$ cat config.mk
export PLATFORM = sky130hd
export DESIGN_NAME = level_ctrl_fsm
export DESIGN_NICKNAME = d
export VERILOG_FILES = /design/src/rtl/level_ctrl_fsm.sv
export SDC_FILE = /design/constraint.sdc
export NUM_CORES = 1
export LEC_CHECK = 0
export ABC_AREA = 1
export CAP_MARGIN = 10
export CORE_UTILIZATION = 48
export CTS_BUF_LIST = sky130_fd_sc_hd__clkbuf_8
export DETAILED_ROUTE_END_ITERATION = 6
export GPL_TIMING_DRIVEN = 0
export PLACE_DENSITY = 0.91
export REMOVE_ABC_BUFFERS = 1
export SYNTH_ARGS = -nofsm -noshare
export SYNTH_HDL_FRONTEND = slang
export SYNTH_SLANG_ARGS = --single-unit
$ cat constraint.sdc
create_clock -name clk -period 2 [get_ports clk]
set_input_delay 0.2 -clock clk [delete_from_list [all_inputs] [get_ports clk]]
set_output_delay 0.2 -clock clk [all_outputs]
set_load 0.01 [all_outputs]
$ cat src/rtl/level_ctrl_fsm.sv
// Per-level controller for the claw/miner game: swing -> dive -> retract per throw,
// saturating level/total scoring, goal check at timer expiry and level/game advance.
module level_ctrl_fsm #(
   parameter int NUM_LOOT   = 4,
   parameter int NUM_LEVELS = 4,
   parameter int SCORE_W    = 16,
   parameter int SPEED_W    = 4,
   parameter int DEF_SPEED  = 4,
   parameter logic [NUM_LOOT-1:0][SCORE_W-1:0] LOOT_SCORE =
      {SCORE_W'(50), SCORE_W'(20), SCORE_W'(10), SCORE_W'(0)},
   parameter logic [NUM_LOOT-1:0][SPEED_W-1:0] LOOT_SPEED =
      {SPEED_W'(1), SPEED_W'(2), SPEED_W'(3), SPEED_W'(4)},
   localparam int LT_W = (NUM_LOOT   > 1) ? $clog2(NUM_LOOT)   : 1,
   localparam int LV_W = (NUM_LEVELS > 1) ? $clog2(NUM_LEVELS) : 1
) (
   input  logic               clk,
   input  logic               reset,
   input  logic               start_level,
   input  logic               claw_dr,
   input  logic               borders_dr,
   input  logic               miner_dr,
   input  logic               loot_dr,
   input  logic [LT_W-1:0]    loot_type,
   input  logic               timer_endedN,
   input  logic               enter_pressed,
   input  logic [SCORE_W-1:0] goal,
   output logic [SPEED_W-1:0] move_speed,
   output logic               hit_pulse,
   output logic               grab_pulse,
   output logic               credit_pulse,
   output logic [LT_W-1:0]    grabbed_type,
   output logic               holding,
   output logic [SCORE_W-1:0] level_score,
   output logic [SCORE_W-1:0] total_score,
   output logic [LV_W-1:0]    level_num,
   output logic               level_ended,
   output logic               level_won,
   output logic               game_over,
   output logic               game_won
);

   typedef enum logic [2:0] {
      IDLE, SWING, DIVE, RETRACT, LEVEL_END, GAME_OVER
   } state_t;

   state_t             state_q, state_d;
   logic               holding_q, holding_d;
   logic [LT_W-1:0]    grabbed_type_q, grabbed_type_d;
   logic [SCORE_W-1:0] level_score_q, level_score_d;
   logic [SCORE_W-1:0] total_score_q, total_score_d;
   logic [LV_W-1:0]    level_num_q, level_num_d;
   logic               game_won_q, game_won_d;

   logic               claw_hit;
   logic               claw_home;
   logic [LT_W-1:0]    loot_type_s;
   logic [SCORE_W-1:0] credit_val;

   function automatic logic [SCORE_W-1:0] satAdd(input logic [SCORE_W-1:0] a,
                                                 input logic [SCORE_W-1:0] b);
      logic [SCORE_W:0] s;
      s = {1'b0, a} + {1'b0, b};
      return s[SCORE_W] ? '1 : s[SCORE_W-1:0];
   endfunction

   assign claw_hit    = claw_dr & (borders_dr | loot_dr);
   assign claw_home   = claw_dr & miner_dr;
   // Unknown loot codes behave as the worthless type 0.
   assign loot_type_s = (32'(loot_type) < NUM_LOOT) ? loot_type : '0;
   assign credit_val  = LOOT_SCORE[grabbed_type_q];

   always_ff @(posedge clk or posedge reset) begin
      if (reset) begin
         state_q        <= IDLE;
         holding_q      <= 1'b0;
         grabbed_type_q <= '0;
         level_score_q  <= '0;
         total_score_q  <= '0;
         level_num_q    <= '0;
         game_won_q     <= 1'b0;
      end else begin
         state_q        <= state_d;
         holding_q      <= holding_d;
         grabbed_type_q <= grabbed_type_d;
         level_score_q  <= level_score_d;
         total_score_q  <= total_score_d;
         level_num_q    <= level_num_d;
         game_won_q     <= game_won_d;
      end
   end

   // The timer is checked first in every moving state so it wins over hit/return/enter.
   always_comb begin
      state_d        = state_q;
      holding_d      = holding_q;
      grabbed_type_d = grabbed_type_q;
      level_score_d  = level_score_q;
      total_score_d  = total_score_q;
      level_num_d    = level_num_q;
      game_won_d     = game_won_q;
      case (state_q)
         IDLE: begin
            if (start_level) begin
               state_d       = SWING;
               level_score_d = '0;
               holding_d     = 1'b0;
            end
         end
         SWING: begin
            if (!timer_endedN)      state_d = LEVEL_END;
            else if (enter_pressed) state_d = DIVE;
         end
         DIVE: begin
            if (!timer_endedN) begin
               state_d = LEVEL_END;
            end else if (claw_hit) begin
               state_d = RETRACT;
               if (loot_dr) begin
                  holding_d      = 1'b1;
                  grabbed_type_d = loot_type_s;
               end
            end
         end
         RETRACT: begin
            if (!timer_endedN) begin
               state_d   = LEVEL_END;
               holding_d = 1'b0;
            end else if (claw_home) begin
               state_d   = SWING;
               holding_d = 1'b0;
               if (holding_q) begin
                  level_score_d = satAdd(level_score_q, credit_val);
                  total_score_d = satAdd(total_score_q, credit_val);
               end
            end
         end
         LEVEL_END: begin
            if (enter_pressed) begin
               if (level_score_q >= goal) begin
                  if (32'(level_num_q) < NUM_LEVELS - 1) begin
                     level_num_d   = level_num_q + LV_W'(1);
                     level_score_d = '0;
                     state_d       = IDLE;
                  end else begin
                     game_won_d = 1'b1;
                     state_d    = GAME_OVER;
                  end
               end else begin
                  game_won_d = 1'b0;
                  state_d    = GAME_OVER;
               end
            end
         end
         GAME_OVER: begin
            if (start_level) begin
               level_num_d   = '0;
               level_score_d = '0;
               total_score_d = '0;
               game_won_d    = 1'b0;
               holding_d     = 1'b0;
               state_d       = SWING;
            end
         end
         default: state_d = IDLE;
      endcase
   end

   // Pulses are decoded from the transition itself, so they last exactly one cycle.
   always_comb begin
      move_speed   = '0;
      hit_pulse    = 1'b0;
      grab_pulse   = 1'b0;
      credit_pulse = 1'b0;
      case (state_q)
         SWING: move_speed = SPEED_W'(DEF_SPEED);
         DIVE: begin
            move_speed = SPEED_W'(DEF_SPEED);
            hit_pulse  = timer_endedN & claw_hit;
            grab_pulse = timer_endedN & claw_hit & loot_dr;
         end
         RETRACT: begin
            move_speed   = holding_q ? LOOT_SPEED[grabbed_type_q] : SPEED_W'(DEF_SPEED);
            credit_pulse = timer_endedN & claw_home & holding_q;
         end
         default: move_speed = '0;
      endcase
   end

   assign grabbed_type = grabbed_type_q;
   assign holding      = holding_q;
   assign level_score  = level_score_q;
   assign total_score  = total_score_q;
   assign level_num    = level_num_q;
   assign level_ended  = (state_q == LEVEL_END);
   assign level_won    = (state_q == LEVEL_END) && (level_score_q >= goal);
   assign game_over    = (state_q == GAME_OVER);
   assign game_won     = game_won_q;

endmodule

=== Word level (Yosys, flattened, before mapping) ===
Index checks and enable logic that the tools add are counted.

* $add $sub $neg: 3
* Multipliers: 0
* Div/mod/pow operators: 0
* Order comparisons: 3
* Eq/ne operators: 20
* Shift-type cells: 0
* Mux-type cells: 50
* Bitwise operators: 7
* Reduce and logical (&&, ||, !) cells: 15

{| class="wikitable"
|+ Operator list
! operator !! count
|-
| 16-bit two-way mux || 13
|-
| 16-bit case mux with 3 select lines || 1
|-
| 16-bit by 16-bit adder with 17-bit output || 2
|-
| 16-bit binary-select mux with 2-bit select || 1
|-
| 16-bit case mux with 2 select lines || 1
|-
| 3-bit two-way mux || 10
|-
| 16-bit greater-or-equal comparator || 1
|-
| 2-bit != test, second input constant || 8
|-
| 3-bit case mux with 5 select lines || 1
|-
| 5-bit AND reduction || 3
|-
| 1-bit two-way mux || 12
|-
| 3-bit != test, second input constant || 4
|-
| 4-bit binary-select mux with 2-bit select || 1
|-
| 2-bit two-way mux || 4
|-
| 4-bit two-way mux || 2
|-
| 4-bit case mux with 2 select lines || 1
|-
| 4-bit AND reduction || 2
|-
| 8-bit AND reduction || 1
|-
| 1-bit bitwise AND || 6
|-
| 3-bit by 2-bit == test with 1-bit output, second input constant || 2
|-
| 3-bit == test, second input constant || 2
|-
| 2-bit by 1-bit != test with 1-bit output, second input constant || 3
|-
| 6-bit AND reduction || 1
|-
| 3-bit nonzero test || 2
|-
| other kinds (12) || 14
|}

* Register bits after elaboration: 41
* Latch bits: 0
* Memory bits (writable): 0
* ROM bits: 0
* Bits of input ports: 27
* Output and inout port bits: 48
* Word-level logic and storage cells: 105
* Memories kept: 0

=== Longest topological paths before layout ===
Gate-level depths: netlist of run 1.

* Depth in word-level cells: 8
* Gate-level depth with buffers: 15

=== Worst setup path after synthesis of run 1 ===
No wires, ideal clock.

* Path type: reg2reg
* From: register grabbed_type_q[0], in the netlist grabbed_type[0]
* To: register level_score_q[9], in the netlist level_score[9]
* Setup time: 0.123 ns
* Arrival: 2.183 ns
* Path slack: -0.306 ns
* Cell stages (with the launch flop): 11
* Buffers on the path: 0
* Period minus slack after synthesis: 2.306 ns
* Cell sequence: dfrtp_1 inv_1 ha_1 fa_1 nand3_1 nand2_1 a21boi_0 nor2_1 xor2_1 o21ai_0 nand2_1

* Word-level cells in the longest chain between the ends: 8

{| class="wikitable"
|+ RTL lines
! item !! line !! text
|-
| from (decl) || 48 || <nowiki>logic [LT_W-1:0] grabbed_type_q, grabbed_type_d;</nowiki>
|-
| from (signal assigned) || 84 || <nowiki>grabbed_type_q <= grabbed_type_d;</nowiki>
|-
| 16-bit binary-select mux with 2-bit select || 70 || <nowiki>assign credit_val = LOOT_SCORE[grabbed_type_q];</nowiki>
|-
| 16-bit two-way mux (not written as such) || 70 ||
|-
| 16-bit by 16-bit adder with 17-bit output || 62 || <nowiki>s = {1'b0, a} + {1'b0, b};</nowiki>
|-
| 16-bit two-way mux || 63 || <nowiki>return s[SCORE_W] ? '1 : s[SCORE_W-1:0];</nowiki>
|-
| 16-bit two-way mux || 131 || <nowiki>if (holding_q) begin</nowiki>
|-
| 16-bit two-way mux || 128 || <nowiki>end else if (claw_home) begin</nowiki>
|-
| 16-bit two-way mux || 125 || <nowiki>if (!timer_endedN) begin</nowiki>
|-
| 16-bit case mux with 3 select lines || 101 || <nowiki>case (state_q)</nowiki>
|-
| to (signal assigned) || 85 || <nowiki>level_score_q <= level_score_d;</nowiki>
|-
| to (decl) || 49 || <nowiki>logic [SCORE_W-1:0] level_score_q, level_score_d;</nowiki>
|}

No other way between the ends. The select of a mux whose other input is x is not followed.
A chain may end at the register's enable or synchronous reset.

=== Worst setup path after layout of run 1 ===
* From: register grabbed_type_q[1], in the netlist grabbed_type[1]
* To: register level_score_q[0], in the netlist level_score[0]

The elaborated chain is that of the path after synthesis.

==> impl.org, run 1 <==
** Status
- Outcome :: complete, but fails checks
- The checks that failed: DRC, setup timing.

** Clocking
- Clock root buffer :: clkbuf_8
- TritonCTS built the clock tree.
- Quantity of hold-fixing buffers added after cts :: 0
- Counting along the longest clock path gives a buffer depth of 2.
- In this run, CTS created clock tree buffers numbering 5.
- For the worst-skew pair, the clock arrives at the later sink with an insertion delay of 0.32 ns.
- The tree built by TritonCTS fans out to 41 sinks.
- Depth of the CTS H-tree :: 2
- After clock tree synthesis, the clock-pin slew on the worst setup and hold paths is 0.10 ns.

** Setup path
- Most common cell on crit path :: nor2_4
- Critical path class :: register to register
- WP buf/inv :: 1
- The worst register-to-register path has a depth of 10.
- STA puts the critical path data required time at 2.24 ns.
- Crit path cell chain :: buf_6, ha_4, ha_4, a21o_1, nand2_1, nor2_4, nor2_4, nor2_4, nand4_1, a21oi_2
- Slowest-stage cell, CP :: dfrtp_2
- Category of the worst setup path launch point :: register
- The startpoint identified for the worst register-to-register timing path is grabbed_type[1].
- CP peak stage delay :: 0.48 ns
- Critical-path maximum fanout :: 5
- Worst path arrival time :: 2.68 ns
- In this design, the largest share of critical-path delay is due to simple AND/OR/NAND/NOR gates.
- Setup slack on the worst flop-to-flop path :: -0.44 ns
- Critical register-to-register path endpoint :: level_score[0]
- STA classifies the critical path endpoint as a register.

** Placement
- Final RePlAce weighted congestion :: 0.9683
- Hpwl dp :: 6496 um
- Port Buffer Count :: 73

** STA
- Final critical path time including I/O delays and setup :: 2.439 ns
- Slew Limit Fails :: 0
- The number of hold-slack violations in the final timing report was 0.
- Worst hold slack :: 0.4255 ns
- Setup-failing EPs final :: 32
- Max_slew headroom :: 0.3708
- In the finished design, the share of the clock period the worst path needs comes to 1.220.
- Setup ws final :: -0.4392 ns
- Setup_tns :: -7.346 ns
- Clock skew :: 0.01254 ns
- RSZ-0062 raised after global routing :: true
- Actual transition at the worst max-transition pin :: 0.9424 ns
- Highest clock frequency the design can meet :: 410.0 MHz

** Logic synthesis
- In this run, synthesis produced a sequential element count of 41.
- Combined area of all synthesized cells :: 0.003349 mm^2
- Count of distinct cell types in the synthesized netlist :: 38
- Fraction of the yosys area taken by sequential cells :: 0.3063
- Largest area contributor in the netlist :: dfrtp_1
- Of the post-synthesis cell area, the dominant cell type holds 0.3063.
- Counting flops with a built-in enable in the synthesized netlist gives 0.
- Post-synthesis share of cell area spent on and, or, nand and nor gates :: 0.3269
- Synthesis produced 483 cells.
- Async set or reset register ratio after synthesis :: 1.000
- The share of the synthesized area in compound gates (AO/OA/AOI/OAI) came to 0.1106.
- By area, the combinational part of the netlist is dominated by simple AND/OR/NAND/NOR gates.
- Top cells by area, synth :: dfrtp_1 (31%), nand2_1 (18%), ha_1 (12%), inv_1 (7.5%), nand3_1 (4.5%)
- Number of synthesis warnings :: 0
- Of the total synthesized cell area, the portion taken by full adders, half adders and majority gates is 0.1278.
- After synthesis, the mean cell area works out to 6.935 um^2.
- Of the total synthesized cell area, the portion taken by XOR and XNOR cells is 0.03399.
- After synthesis, the share of cell area in mux cells is 0.
- Primary flip-flop cell chosen by synthesis mapping :: dfrtp_1

** Floorplanning
- Number of placed I/O pins :: 75
- Height of the die :: 85.54 um
- Die outline width :: 85.54 um
- The initial utilization of the core area, before any placement, comes to 0.4957.
- Floorplan Core Area :: 0.006756 mm^2
- Area enclosed by the die boundary :: 0.007316 mm^2
- Number of placement rows :: 30

** Layout
- 0 antenna diodes ended up in the layout.
- The area growth from synthesis to layout is 66.64%.
- Filler cell count :: 326
- At the end of the flow, the number of nets in the layout was 687.
- Fraction of layout cells with a size suffix above 1 :: 0.3726
- For this run, the share of the core covered by cells in the final layout is 0.8261.

** Global routing
- Entering global routing, the biggest net connects 42 pins.
- The first global-routing pass estimated 19,870 um of wire.
- Number of global-route vias before repair :: 4,189
- After global routing the overflow that remains totals 0.
- The initial antenna violation count is 0.
- Combined global-route utilization of all metal layers :: 0.3490

** Power
- In this run the static leakage power is 2.752 nW.
- In this run the power density over the cells is 1297 mW/mm^2.
- Across the VDD grid, the largest voltage drop is 0.0007362 V.

** Worst hold path
- The worst hold path belongs to the class primary input to async pin.

** Detailed routing
- Using the TritonRoute via totals, the vias-per-cell ratio works out to 6.606.
- Summing over every cut layer, the via total after detailed routing is 4,677.
- Final routed wirelength across all metal layers :: 16,730 um
- After detailed routing, the number of remaining DRC violations is 58.
- Initial drt markers :: 706
- Detailed-route wire length per cell :: 23.63 um
- Before antenna repair, the detailed router went through 7 iterations.
- Remaining antenna violation count after routing :: 0

** Flow run
- Number of max-cap violations :: 0
[through the flow]
stage	cell area, um^2	setup slack, ns	power [W]	instances
6_report	5582	-0.4392	0.007237	708
5_1_grt	5582	-0.5730	0.007485	708
4_1_cts	4982	-0.08552	0.005851	682
3_5_place_dp	4138	-0.6662	0.004200	630
3_3_place_gp	4138	-0.6369	0.004053	630
2_1_floorplan	3307	-0.3059	0.003211	477
[state kept, by name, summed over array words and instances, names as in the netlist]
name / flops
grabbed_type: 2
level_num: 2
total_score: 16
holding: 1
game_won: 1
state_q: 3
level_score: 16
[cells in the final DEF, fill, tap and decap left out, types with 8 or more instances in the layout]
cell type / count
nand2_1: 133
clkdlybuf4s50_1: 65
inv_1: 55
buf_4: 55
dfrtp_1: 23
ha_4: 18
dfrtp_2: 18
nand2_2: 17
o21ai_1: 16
nand3_1: 15
nor2_1: 15
inv_2: 14
nor2_4: 13
nand3_2: 13
o21ai_0: 11
buf_6: 11
nand2_4: 10
ha_1: 10
a21oi_2: 9
a21oi_1: 8
[worst reg2reg max path: stages, from the launching register on]
cell and delay, ns:
dfrtp_2 0.48, buf_6 0.14, ha_4 0.17, ha_4 0.31
a21o_1 0.15, nand2_1 0.20, nor2_4 0.19, nor2_4 0.07
nor2_4 0.21, nand4_1 0.22, a21oi_2 0.20
[area by class of cell]
class / instances / area (um^2) / area share
flip-flops and latches: 41 / 1049 / 0.1879
clock buffers: 7 / 96.34 / 0.01726
repair buffers: 140 / 1281 / 0.2295
inverters: 72 / 279.0 / 0.04999
well taps: 80 / 100.1 / 0.01793
multi-input cells: 367 / 2771 / 0.4965
clock inverters: 1 / 5.005 / 0.0008967
[layer usage]
layer  track usage  vias up  routed length [um]
met5             0        -                   0
met4        0.2212        0                1796
met3       0.06833      219                2100
met2        0.5964      529                7273
met1        0.4018     2086                5559
li1              -     1843                   -
[worst max path at each step]
stage          cells past startpoint  slack [ns]               to            start
4_1_cts                           12       -0.09  level_score[11]  grabbed_type[0]
6_report                          10       -0.44   level_score[0]  grabbed_type[1]
5_1_grt                           11       -0.57  level_score[10]  grabbed_type[0]
2_1_floorplan                     10       -0.31   level_score[9]  grabbed_type[0]
3_3_place_gp                       6       -0.64     credit_pulse     timer_endedN
3_5_place_dp                       6       -0.67     credit_pulse     timer_endedN
[repair_timing]
action | 4_1_cts | 5_1_grt
cloned | 2 | 1
gates resized for setup | 116 | 106
pin swaps | 46 | 51
setup endpoints to repair | 44 | 43
buffers inserted | 42 | 26
[Yosys cell counts (2+ instances only)]
| library cell | n |
|---|---|
| nand2_1 | 160 |
| inv_1 | 67 |
| dfrtp_1 | 41 |
| ha_1 | 31 |
| nand3_1 | 30 |
| o21ai_0 | 28 |
| nor2_1 | 26 |
| a21oi_1 | 20 |
| nor3_1 | 9 |
| or2_2 | 7 |
| xor2_1 | 7 |
| nand4_1 | 6 |
| xnor2_1 | 6 |
| inv_2 | 5 |
| o21ai_1 | 5 |
| nor2_2 | 4 |
| a21boi_0 | 3 |
| a22o_1 | 3 |
| a31oi_1 | 3 |
| buf_4 | 3 |
| fa_1 | 2 |
[where the power goes]
group	switching [W]	leakage [nW]	total [W]	internal, W
Sequential	0.000332	0.517	0.00138	0.00105
Combinational	0.00293	2.18	0.00519	0.00226
Clock	0.000351	0.0542	0.000664	0.000313
Total	0.00361	2.75	0.00724	0.00362
[logic make-up after synthesis]
kind of cell,count (synthesis)
and+or+nand+nor,250
buffers and inverters,78
AOI/OAI and AO/OA,67
DFF,41
adders and majority gates,33
xor gates and xnor gates,13
other,1
Note: power is estimated with default switching activity, not from simulation.
==> run 2, diff against run 1 <==
- SETUP_SLACK_MARGIN: not set -> 0.02
==> run 2 against run 1 <==
  * The flow finishes with violations (setup timing)
  * Count of clock-buffer cells in the layout did not move
  * Clock skew rose by 0.0066 ns
  * Total power decreased by 1.6%
  * Register-to-register slack better by 0.11 ns
  * Design area fell by 1.1%
  * Combinational power decreased by 2%
  * Routed wire length down 9.9%
  * Sequential cell count stayed put
  * Critical path depth did not move
  * First-iteration DRC count down 17%
  * Sequential power hardly changed
  * Critical endpoint is now level_score[14]
  * Largest power group unchanged
==> impl.org, run 2 (same netlist as run 1, synthesis figures left out) <==
** Status
- Outcome :: complete, but fails checks
- The final reports fail on setup timing.

** STA
- Setup-failing EPs final :: 33
- The number of max-slew violations in the final report came to 0.
- The clock arrives with 0.01910 ns of skew.
- Max_slew headroom :: 0.3885
- Static timing analysis puts the maximum clock frequency at 429.4 MHz.
- Setup slack on the critical path of the routed design comes to -0.3286 ns.
- Count of final hold-check violations :: 0
- RSZ-0062 raised after global routing :: true
- Portion of the clock cycle consumed by the worst path in the final layout :: 1.164
- Worst hold slack :: 0.3979 ns
- At the pin with the least slew margin, the transition time is 0.9159 ns.
- The worst path in the final design needs a cycle of 2.329 ns, including I/O delays and setup.
- In the final timing run, aggregate negative setup slack is -5.464 ns.

** Global routing
- Initial antenna violation count :: 0
- After global routing the overflow that remains totals 0.
- The number of global-route vias before repair was 4,054.
- Combined global-route utilization of all metal layers :: 0.3426
- Largest net degree at the start of global routing :: 42
- First-pass GRT wire length :: 19,490 um

** Setup path
- Worst path arrival time :: 2.57 ns
- Data required, critical path :: 2.24 ns
- In this run the worst path has a maximum fanout of 5.
- Category of the worst setup path launch point :: register
- Family of cells with the greatest summed delay on the critical path :: simple AND/OR/NAND/NOR gates
- For this run, the slowest stage of the critical path takes 0.53 ns.
- Traced cell by cell, the critical path runs through inv_1, nor3_1, inv_1, nor2_2, nor2_4, nor2_4, inv_2, nand3_2, nand2_1, nand2_1.
- The number of buffers and inverters on the critical path is 3.
- By startpoint and endpoint, the worst setup path is classified as register to register.
- Slowest-stage cell, CP :: nor3_1
- STA classifies the critical path endpoint as a register.

** Layout
- Leaving out fill and tap cells, the most frequent cells in the layout are nand2_1 (136), clkdlybuf4s50_1 (65), inv_1 (55).
- Fraction of layout cells with a size suffix above 1 :: 0.3584
- Most frequent standard cell in the layout excluding fill and tap cells :: nand2_1
- The final layout contains 684 nets.
- Filler cell count :: 332
- Area taken by flip-flops and latches :: 0.001047 mm^2
- The repair_antennas step left the layout with diodes totalling 0.
- The multi-input combinational cells in the finished layout cover a total of 0.002743 mm^2.
- From synthesis to final layout, the design area changed by 64.74%.

** Detailed routing
- For this block, the initial DRC count from the detailed router was 583.
- After detailed routing, the number of remaining DRC violations is 0.
- The detail route stage leaves a number of antenna-violating nets equal to 0.
- In the final routed layout, each cell accounts on average for 21.38 um.
- The first TritonRoute pass finished after 6 iterations.
- For this block, the routed nets add up to 15,070 um of wire.
- Detail-routed via count per cell :: 6.404
- Across all layers, the routed design uses 4,515 vias.

** Placement
- During placement, the flow inserted port buffers numbering 73.
- Final RePlAce weighted congestion :: 0.9683
- The HPWL after detailed placement is 6496 um.

** Clocking
- Number of clock sinks :: 41
- Counting along the longest clock path gives a buffer depth of 2.
- In this run, CTS created clock tree buffers numbering 5.
- After clock tree synthesis, the clock-pin slew on the worst setup and hold paths is 0.10 ns.
- CTS built an H-tree with a depth of 2.
- Hold repair after CTS inserted 0 buffers.
- CTS tree :: done
- Clock latency on the worst-skew pair, taken at its later pin, is 0.32 ns.
- CTS placed an instance of clkbuf_8 at the clock tree root.

** Floorplanning
- Height of the die :: 85.54 um
- After floorplanning, the core was divided into 30 placement rows.
- Number of placed I/O pins :: 75
- Area enclosed by the die boundary :: 0.007316 mm^2
- Die outline width :: 85.54 um
- Floorplan Core Area :: 0.006756 mm^2
- Initial core utilization :: 0.4957

** Power
- Areal power density over the cells :: 1290 mW/mm^2
- Leakage :: 2.674 nW
- IR analysis of the VDD net gives a maximum drop of 0.0006710 V.

** Flow run
- The tool flagged a number of max-cap violations equal to 0.

** Worst hold path
- The path class of the tightest hold or removal check is primary input to async pin.
[run 2: metal layers]
metal | part of all wire | vias to the layer above | global-route usage
met5 | 0 | - | 0
met4 | 0.087 | 0 | 0.2182
met3 | 0.12 | 162 | 0.07218
met2 | 0.46 | 498 | 0.5738
met1 | 0.33 | 2016 | 0.4007
li1 | - | 1839 | -
[run 2: worst register-to-register path, delay by kind of cell, from the launching register on]
family                 cells  cell delay [ns]
and+or+nand+nor            7             1.30
DFF                        1             0.48
buffers and inverters      3             0.48
[run 2: report_power, final]
part | total, W | leakage [nW] | switching, W | internal (W)
Clock | 0.000653 | 0.0542 | 0.000340 | 0.000313
Combinational | 0.00510 | 2.10 | 0.00287 | 0.00223
Sequential | 0.00136 | 0.519 | 0.000312 | 0.00105
Total | 0.00712 | 2.67 | 0.00352 | 0.00360
[run 2: final timing paths]
path	startpoint	cells after the start	end	slack, ns
min in group clk	loot_type[1]	3	grabbed_type[1]	0.50
min	reset	2	level_score[9]	0.40
min reg2reg	level_num[0]	2	level_num[0]	0.54
max	level_score[8]	10	level_score[14]	-0.33
max in group asynchronous	reset	2	grabbed_type[0]	0.94
max reg2reg	level_score[8]	10	level_score[14]	-0.33
[run 2: area by class of cell]
cell class,count,area share
Inverter,72,0.05057
Clock buffer,7,0.01746
Timing Repair Buffer,137,0.2261
Sequential cell,41,0.1898
Multi-Input combinational cell,367,0.4971
Clock inverter,1,0.0009070
Tap cell,80,0.01814
[run 2: through the flow]
stage | util | instance area [um^2] | setup slack [ns] | total power (W) | instances
floorplan | - | 3307 | -0.3059 | 0.003211 | 477
global placement | 0.6124 | 4138 | -0.6369 | 0.004053 | 630
detailed placement | 0.6124 | 4138 | -0.6662 | 0.004200 | 630
CTS | 0.7389 | 4992 | -0.08671 | 0.005870 | 681
global route | 0.8167 | 5518 | -0.4296 | 0.007385 | 705
finish | 0.8167 | 5518 | -0.3286 | 0.007118 | 705
[run 2: what timing repair did]
item	CTS	global route
gates resized for setup	124	92
cloned	2	1
setup buffers	42	23
pin swaps	48	46
endpoints found under the setup margin	44	43
